`src/rtl/fetch_pkg.sv`:
```
// fetch_pkg
// Shared types and constants for the Fetch -> Decode instruction buffer.
//   fetch_entry_t : one buffered instruction, {pc, instr}
//   FETCH_WIDTH   : instructions moved per cycle on either side of the buffer
//   FQ_DEPTH      : default number of buffer entries
package fetch_pkg;

    typedef struct packed {
        logic [31:0] pc;
        logic [31:0] instr;
    } fetch_entry_t;

    localparam int FETCH_WIDTH = 2;
    localparam int FQ_DEPTH    = 8;

endpackage

```
`src/rtl/fetch_queue_ram.sv`:
```
// fetch_queue_ram
// DEPTH x fetch_entry_t register file backing the fetch queue.
// Two write ports (push slots 0 and 1) and two asynchronous read ports
// (output slots 0 and 1). Storage is deliberately not reset.
// Ports:
//   clk            : clock, writes on rising edge
//   we0/we1        : write enables for push slot 0 / slot 1
//   waddr0/waddr1  : write addresses (tail and tail+1)
//   wdata0/wdata1  : entries to write
//   raddr0/raddr1  : read addresses (head and head+1)
//   rdata0/rdata1  : combinational read data
module fetch_queue_ram
    import fetch_pkg::*;
#(
    parameter int DEPTH = FQ_DEPTH,
    parameter int AW    = $clog2(DEPTH)
) (
    input  logic          clk,
    input  logic          we0,
    input  logic [AW-1:0] waddr0,
    input  fetch_entry_t  wdata0,
    input  logic          we1,
    input  logic [AW-1:0] waddr1,
    input  fetch_entry_t  wdata1,
    input  logic [AW-1:0] raddr0,
    input  logic [AW-1:0] raddr1,
    output fetch_entry_t  rdata0,
    output fetch_entry_t  rdata1
);

    fetch_entry_t mem [DEPTH];

    // The two write addresses are always tail and tail+1, so they never collide.
    always_ff @(posedge clk) begin
        if (we0) mem[waddr0] <= wdata0;
        if (we1) mem[waddr1] <= wdata1;
    end

    assign rdata0 = mem[raddr0];
    assign rdata1 = mem[raddr1];

endmodule

```
`src/rtl/fetch_queue.sv`:
```
// fetch_queue
// Instruction buffer between Fetch and Decode. Fetch pushes up to two
// sequential instructions per cycle, Decode pops up to two in program order.
// Ports:
//   clk, reset           : clock and synchronous active-high reset
//   Flush                : synchronous clear on branch/jump redirect
//   in_pc                : PC of push slot 0 (slot 1 uses in_pc + 4)
//   in_instr0/in_instr1  : instruction words for push slots 0 / 1
//   in_count             : push count 0..2 (3 treated as 0)
//   deq_count            : entries Decode takes this cycle (clamped to out_count)
//   Full                 : fewer than two free entries; Fetch stall
//   out_count            : valid output slots, min(count, 2)
//   out_pc0/out_instr0   : oldest entry (zero when not valid)
//   out_pc1/out_instr1   : second-oldest entry (zero when not valid)
module fetch_queue
    import fetch_pkg::*;
#(
    parameter int DEPTH = FQ_DEPTH
) (
    input  logic        clk,
    input  logic        reset,
    input  logic        Flush,
    input  logic [31:0] in_pc,
    input  logic [31:0] in_instr0,
    input  logic [31:0] in_instr1,
    input  logic [1:0]  in_count,
    input  logic [1:0]  deq_count,
    output logic        Full,
    output logic [1:0]  out_count,
    output logic [31:0] out_pc0,
    output logic [31:0] out_instr0,
    output logic [31:0] out_pc1,
    output logic [31:0] out_instr1
);

    localparam int PTR_W = $clog2(DEPTH);
    localparam int CNT_W = PTR_W + 1;

    logic [PTR_W-1:0] head;
    logic [PTR_W-1:0] tail;
    logic [CNT_W-1:0] count;
    logic [PTR_W-1:0] head_plus1;
    logic [PTR_W-1:0] tail_plus1;
    logic [1:0]       push_n;
    logic [1:0]       pop_n;
    logic             we0;
    logic             we1;
    fetch_entry_t     wdata0;
    fetch_entry_t     wdata1;
    fetch_entry_t     rdata0;
    fetch_entry_t     rdata1;

    assign head_plus1 = head + PTR_W'(1);
    assign tail_plus1 = tail + PTR_W'(1);

    // Status depends only on the registered count, never on this cycle's inputs.
    assign Full      = (count >= CNT_W'(DEPTH - 1));
    assign out_count = (count >= CNT_W'(FETCH_WIDTH)) ? 2'(FETCH_WIDTH) : count[1:0];

    // Push is all-or-nothing: refused entirely while Full, and in_count=3 means none.
    always_comb begin
        push_n = 2'd0;
        if (!Full) begin
            case (in_count)
                2'd1:    push_n = 2'd1;
                2'd2:    push_n = 2'd2;
                default: push_n = 2'd0;
            endcase
        end
    end

    // Decode may ask for more than is valid; it only gets what out_count shows.
    assign pop_n = (deq_count > out_count) ? out_count : deq_count;

    // Writes are suppressed under reset/Flush so an abandoned push leaves no trace.
    assign we0    = (push_n != 2'd0) && !reset && !Flush;
    assign we1    = (push_n == 2'd2) && !reset && !Flush;
    assign wdata0 = '{pc: in_pc,         instr: in_instr0};
    assign wdata1 = '{pc: in_pc + 32'd4, instr: in_instr1};

    fetch_queue_ram #(
        .DEPTH (DEPTH)
    ) u_ram (
        .clk    (clk),
        .we0    (we0),
        .waddr0 (tail),
        .wdata0 (wdata0),
        .we1    (we1),
        .waddr1 (tail_plus1),
        .wdata1 (wdata1),
        .raddr0 (head),
        .raddr1 (head_plus1),
        .rdata0 (rdata0),
        .rdata1 (rdata1)
    );

    // Pointers wrap by natural overflow of their PTR_W-bit width.
    always_ff @(posedge clk) begin
        if (reset || Flush) begin
            head  <= '0;
            tail  <= '0;
            count <= '0;
        end else begin
            head  <= head + PTR_W'(pop_n);
            tail  <= tail + PTR_W'(push_n);
            count <= count - CNT_W'(pop_n) + CNT_W'(push_n);
        end
    end

    // Slots not covered by out_count read as zero rather than stale storage.
    assign out_pc0    = (out_count != 2'd0) ? rdata0.pc    : 32'd0;
    assign out_instr0 = (out_count != 2'd0) ? rdata0.instr : 32'd0;
    assign out_pc1    = (out_count == 2'd2) ? rdata1.pc    : 32'd0;
    assign out_instr1 = (out_count == 2'd2) ? rdata1.instr : 32'd0;

endmodule

```
`config.mk`:
```
export PLATFORM = sky130hd
export DESIGN_NAME = fetch_queue
export DESIGN_NICKNAME = d
export VERILOG_FILES = /design/src/rtl/fetch_pkg.sv /design/src/rtl/fetch_queue_ram.sv /design/src/rtl/fetch_queue.sv
export SDC_FILE = /design/constraint.sdc
export NUM_CORES = 1
export LEC_CHECK = 0
export ABC_CLOCK_PERIOD_IN_PS = 19300
export CAP_MARGIN = 20
export CORE_ASPECT_RATIO = 0.5
export CORE_MARGIN = 4
export CORE_UTILIZATION = 65
export DETAILED_ROUTE_END_ITERATION = 10
export PLACE_DENSITY = 0.87
export SYNTH_ARGS = -nofsm -noshare
export SYNTH_HDL_FRONTEND = slang
export SYNTH_SLANG_ARGS = --single-unit
```
`constraint.sdc`:
```
create_clock -name clk -period 19.3 [get_ports clk]
set_input_delay 1.93 -clock clk [delete_from_list [all_inputs] [get_ports clk]]
set_output_delay 1.93 -clock clk [all_outputs]
set_load 0.05 [all_outputs]
```
Word level (Yosys, flattened, before mapping). Memory sizes are Yosys's and may differ from the RTL's. A register that Yosys moved wholly into a read port is not among the register bits. Index checks and enable logic that the tools add are counted.

Bits in registers: 10. Memory bits (writable): 512. Input bits: 103. Output and inout port bits: 131. Word-level logic and storage cells: 40. Memories: 1.

Memories: u_ram.mem (depth 8, width 64, rd ports 2, clocked after Yosys merged registers in 1, write ports 2, RTL line fetch_queue_ram.sv:31) `fetch_entry_t mem [DEPTH];`.

Equal/unequal tests: 4. $add $sub $neg: 7. Reductions and logical operators: 9. Muxes and demuxes: 13. Magnitude comparators: 3.

Operator list (count): two-way mux 32 bit (4); adder 32 x 3 -> 32 bit, second input constant (1); adder 3 x 1 -> 3 bit, second input constant (2); adder 3 x 2 -> 3 bit (2); == test 2 bit, second input constant (3); two-way mux 2 bit (3); adder 4 x 2 -> 4 bit (1); greater-or-equal comparator 4 x 2 -> 1 bit, second input constant (1); greater-or-equal comparator 4 x 3 -> 1 bit, second input constant (1); logical AND 1 bit (4); two-way mux 1 bit (4); case mux 2 bit (2 select lines) (1); nonzero test 2 bit (2); subtractor 4 x 2 -> 4 bit (1); two-way mux 3 bit (1); == test 2 x 1 -> 1 bit, second input constant (1); > comparator 2 bit (1); logical NOT 1 bit (2); logical OR 1 bit (1).

Logic depth before layout (Yosys ltp).
Depth in word-level cells: 8. Depth in mapped cells: 18. Gate-level depth less buffers: 16.

Modules after synthesis. From an unflattened synthesis, not the netlist that was laid out.

Cells, all modules: 1850. Area, all modules: 31456.4 µm².

Modules (own cells, without submodules): fetch_queue_ram (instances 1, cells an instance 1557, sequential area each 15374.7 µm², area an instance 29309.4 µm²); fetch_queue (instances 1, cells an instance 293, sequential area each 200.2 µm², area an instance 2147.1 µm²).

Worst setup path before layout. No wires, ideal clock.

Path type: input-to-reg. Start point: input reset. End point: memory u_ram.mem[4][0] (netlist bit) (enable). Arrival time: 7650 ps. Stages: 6. Required time: 18719 ps. Slack: 11069 ps. Buffers on the path: 2. Library setup time: 581 ps. Path through: clkbuf_1 -> or2_2 -> clkbuf_1 -> nor3_1 -> nand2_1 -> o31ai_1.

RTL lines: start, declared (RTL line fetch_queue.sv:21) `input logic reset,`; end, declared (RTL line fetch_queue_ram.sv:31).

Worst setup path after layout.
Start point: register head[1]. End point: output out_pc1[18].

Longest elaborated chain between the ends: 3.

Ends and longest elaborated chain: start, declared (RTL line fetch_queue.sv:39) `logic [PTR_W-1:0] head;`; start signal, assigned (RTL line fetch_queue.sv:104) `head <= head + PTR_W'(pop_n);`; adder 3 x 1 -> 3 bit (RTL line fetch_queue.sv:53) `assign head_plus1 = head + PTR_W'(1);`; memory (8 x 64 bit); two-way mux 32 bit (RTL line fetch_queue.sv:113) `assign out_pc1 = (out_count == 2'd2) ? rdata1.pc : 32'd0;`; end, declared (RTL line fetch_queue.sv:32) `output logic [31:0] out_pc1,`.

No other way between the ends.

==> run summary <==
outcome = finished clean
most frequent cells in the layout = 1,009 x nand2_1, 512 x edfxtp_1, 256 x mux4_2, 233 x clkdlybuf4s50_1, 165 x xnor2_1
CP required = 17.37 ns
commonest non-fill, non-tap cell in the layout = nand2_1
min Tclk post-route = 6.64 ns
pre-CTS setup slack = 12.83 ns
final wirelength = 101,000 um
drt pass-1 iters = 8
Cell variety after synth = 46
Rel. slew slack = 0.187
LEAKAGE = 0.0121 uW
Setup Crit Path Kind = reg2out
Placeable Area = 47,400 sq um
PD cells = 113 nW/um^2
num ports = 234
GPL Wtd Cong = 0.865
hold buffer count at cts = 0
Initial Utilization = 0.665
layer carrying the most global-route usage = met2
antenna violations before repair = 5
Die Wd = 320 um
CTS root buffer = clkbuf_16
clock-pin slew on the worst setup and hold paths = 0.08 ns
Slew Viols, Final = 0
first-pass GRT wire length = 151,000 um
number of synthesized register bits = 522
# setup viols final = 0
maxcap violations = 0
worst skew pair latency = 0.59 ns
largest net degree at the start of global routing = 173
I/O Buffers = 233
mean post-synth cell area = 11.3 sq um
Inst Count DP = 3,439
Syn. warnings = 0
Slew @ Worst Pin = 1.22 ns
Final TNS setup = 0 ns
routed vias = 25,100
Final nets = 2,971
Num CTS Buffers = 47
die area = 52,400 sq um
unrepaired setup endpoints after global routing = no
CTS tree = done
clock sink count = 522
clk buf depth = 3
number of DRC markers in iteration 0 = 4,700
dpl hpwl = 54,800 um
CTS resizes = 0
Syn Std Cell Area = 31,600 sq um
slowest stage delay, CP = 0.98 ns
register area share after synthesis = 0.493
multi-input logic area = 14,900 sq um
WP data arrival = 4.71 ns
Rows = 56
Reg area = 15,600 sq um
Setup crit end kind = primary output
final hold vios = 0
met1 usage = 0.461
grt ovf = 0
slowest CP cell = dfxtp_4
GRT met3 Usage = 0.105
Routed Antenna Nets = 0
gr usage total = 0.383
final worst path period share = 0.344
die height = 164 um
post-CTS setup buffers = 0
crit path launch type = flip-flop
Via density = 7.11
GR Util met2 = 0.621
Layout area overhead = 13.2%
crit path max fanout = 59
worst reg2reg setup slack = 14.99 ns
share of cells above drive strength 1 = 0.145
post-synthesis instance total = 2,805
Post-Syn Nets = 2,925
htree depth = 2
Clock Skew = 0.0196 ns
Layout Cells excl Fill = 3,533
post-route DRC violation count = 0
Peak VDD IR = 90.4 uV
Filler Cell Count = 2,657
WL per Instance = 28.7 um
vias in the first global route = 26,000
final worst setup slack = 12.66 ns
achievable frequency = 151 MHz
Cell Chain, Critical Path = ha_4, buf_16, buf_4, mux4_2, nand2_1, a21oi_1, clkdlybuf4s50_1
Worst Hold Class = reg2reg
[Yosys cell counts, drive strengths merged]
cell type / count / area (sq um)
edfxtp: 512 / 15400
mux4: 256 / 5770
and3: 5 / 31.3
dfxtp: 10 / 200
inv: 18 / 67.6
nor2: 104 / 390
nor4: 42 / 363
mux2: 1 / 11.3
fa: 4 / 80.1
nor2b: 2 / 12.5
nand2: 1009 / 3790
nor4bb: 1 / 10.0
and4: 2 / 17.5
or4b: 2 / 23.8
a21o: 1 / 7.51
nor3: 26 / 130
a31oi: 1 / 6.26
nor4b: 2 / 23.8
and2: 5 / 31.3
nand4: 56 / 369
mux2i: 64 / 641
buf: 92 / 419
nand4bb: 1 / 11.3
nand3b: 1 / 7.51
or4: 4 / 30.0
nand2b: 3 / 18.8
ha: 13 / 163
o31ai: 2 / 15.0
nand3: 51 / 255
a21oi: 67 / 335
or2: 2 / 12.5
xor2: 74 / 667
xnor2: 167 / 1470
clkbuf: 199 / 785
o21ai: 6 / 30.0
[cell families (layout without fill, tap and decap cells)]
logic type	Yosys count	after routing	share of synthesized area
compound gates	77	77	0.0125
xor+xnor	241	241	0.0677
fa+ha+maj	17	17	0.00769
buf+inv	309	391	0.0403
flops	522	522	0.493
mux	321	321	0.203
other cells	0	8	0
simple gates	1318	1318	0.175
[power by group]
group	switching, uW	total, uW	internal [uW]	leakage [uW]
Clock	439	1000	565	0.000774
Sequential	32.4	1300	1270	0.00470
Combinational	1120	1740	623	0.00664
[flip-flops by register name, indices dropped and copies added (netlist names)]
| signal | cells |
|---|---|
| count | 4 |
| head | 3 |
| u_ram.mem | 512 |
| tail | 3 |
[worst paths after layout]
check | from | end | cells after the start
worst max-delay path | head[1] | out_pc1[18] | 7
worst min-delay path | tail[2] | tail[2] | 2
worst max register to register | count[3] | count[2] | 16
worst min register to register | tail[2] | tail[2] | 2
[critical path, delay by kind of cell, from the launching register on]
| family | cells | cell delay (ns) |
|---|---|---|
| AO/OA/AOI/OAI | 1 | 0.31 |
| flip-flops | 1 | 0.98 |
| buffers and inverters | 3 | 1.92 |
| adder cells (fa/ha/maj) | 1 | 0.43 |
| AND/OR/NAND/NOR | 1 | 0.07 |
| multiplexers | 1 | 0.38 |
[layer usage]
metal,vias to the layer above,routed length [um],part of all wire
met5,-,0,0
met4,0,7270,0.072
met3,634,14900,0.15
met2,2512,48000,0.47
met1,11900,31000,0.31
li1,10000,-,-
[metrics by stage]
stage | hold WS, ns | utilization | total power [uW] | instance area, sq um
6_report | 0.713 | 0.753 | 4040 | 35700
4_1_cts | 0.711 | 0.752 | 4010 | 35700
3_3_place_gp | 0.657 | 0.719 | 2990 | 34100
2_1_floorplan | 0.578 | - | 2500 | 31600
5_1_grt | 0.747 | 0.753 | 4150 | 35700
3_5_place_dp | 0.694 | 0.719 | 3030 | 34100
[layout make-up]
class | count | share of cell area
inverters | 18 | 0.00189
clock buffers | 56 | 0.0347
repair buffers | 288 | 0.0777
well taps | 638 | 0.0223
diodes | 8 | 0.000560
clock inverters | 29 | 0.00956
multi-input cells | 1974 | 0.417
flip-flops and latches | 522 | 0.436
Note: power is estimated with default switching activity, not from simulation.
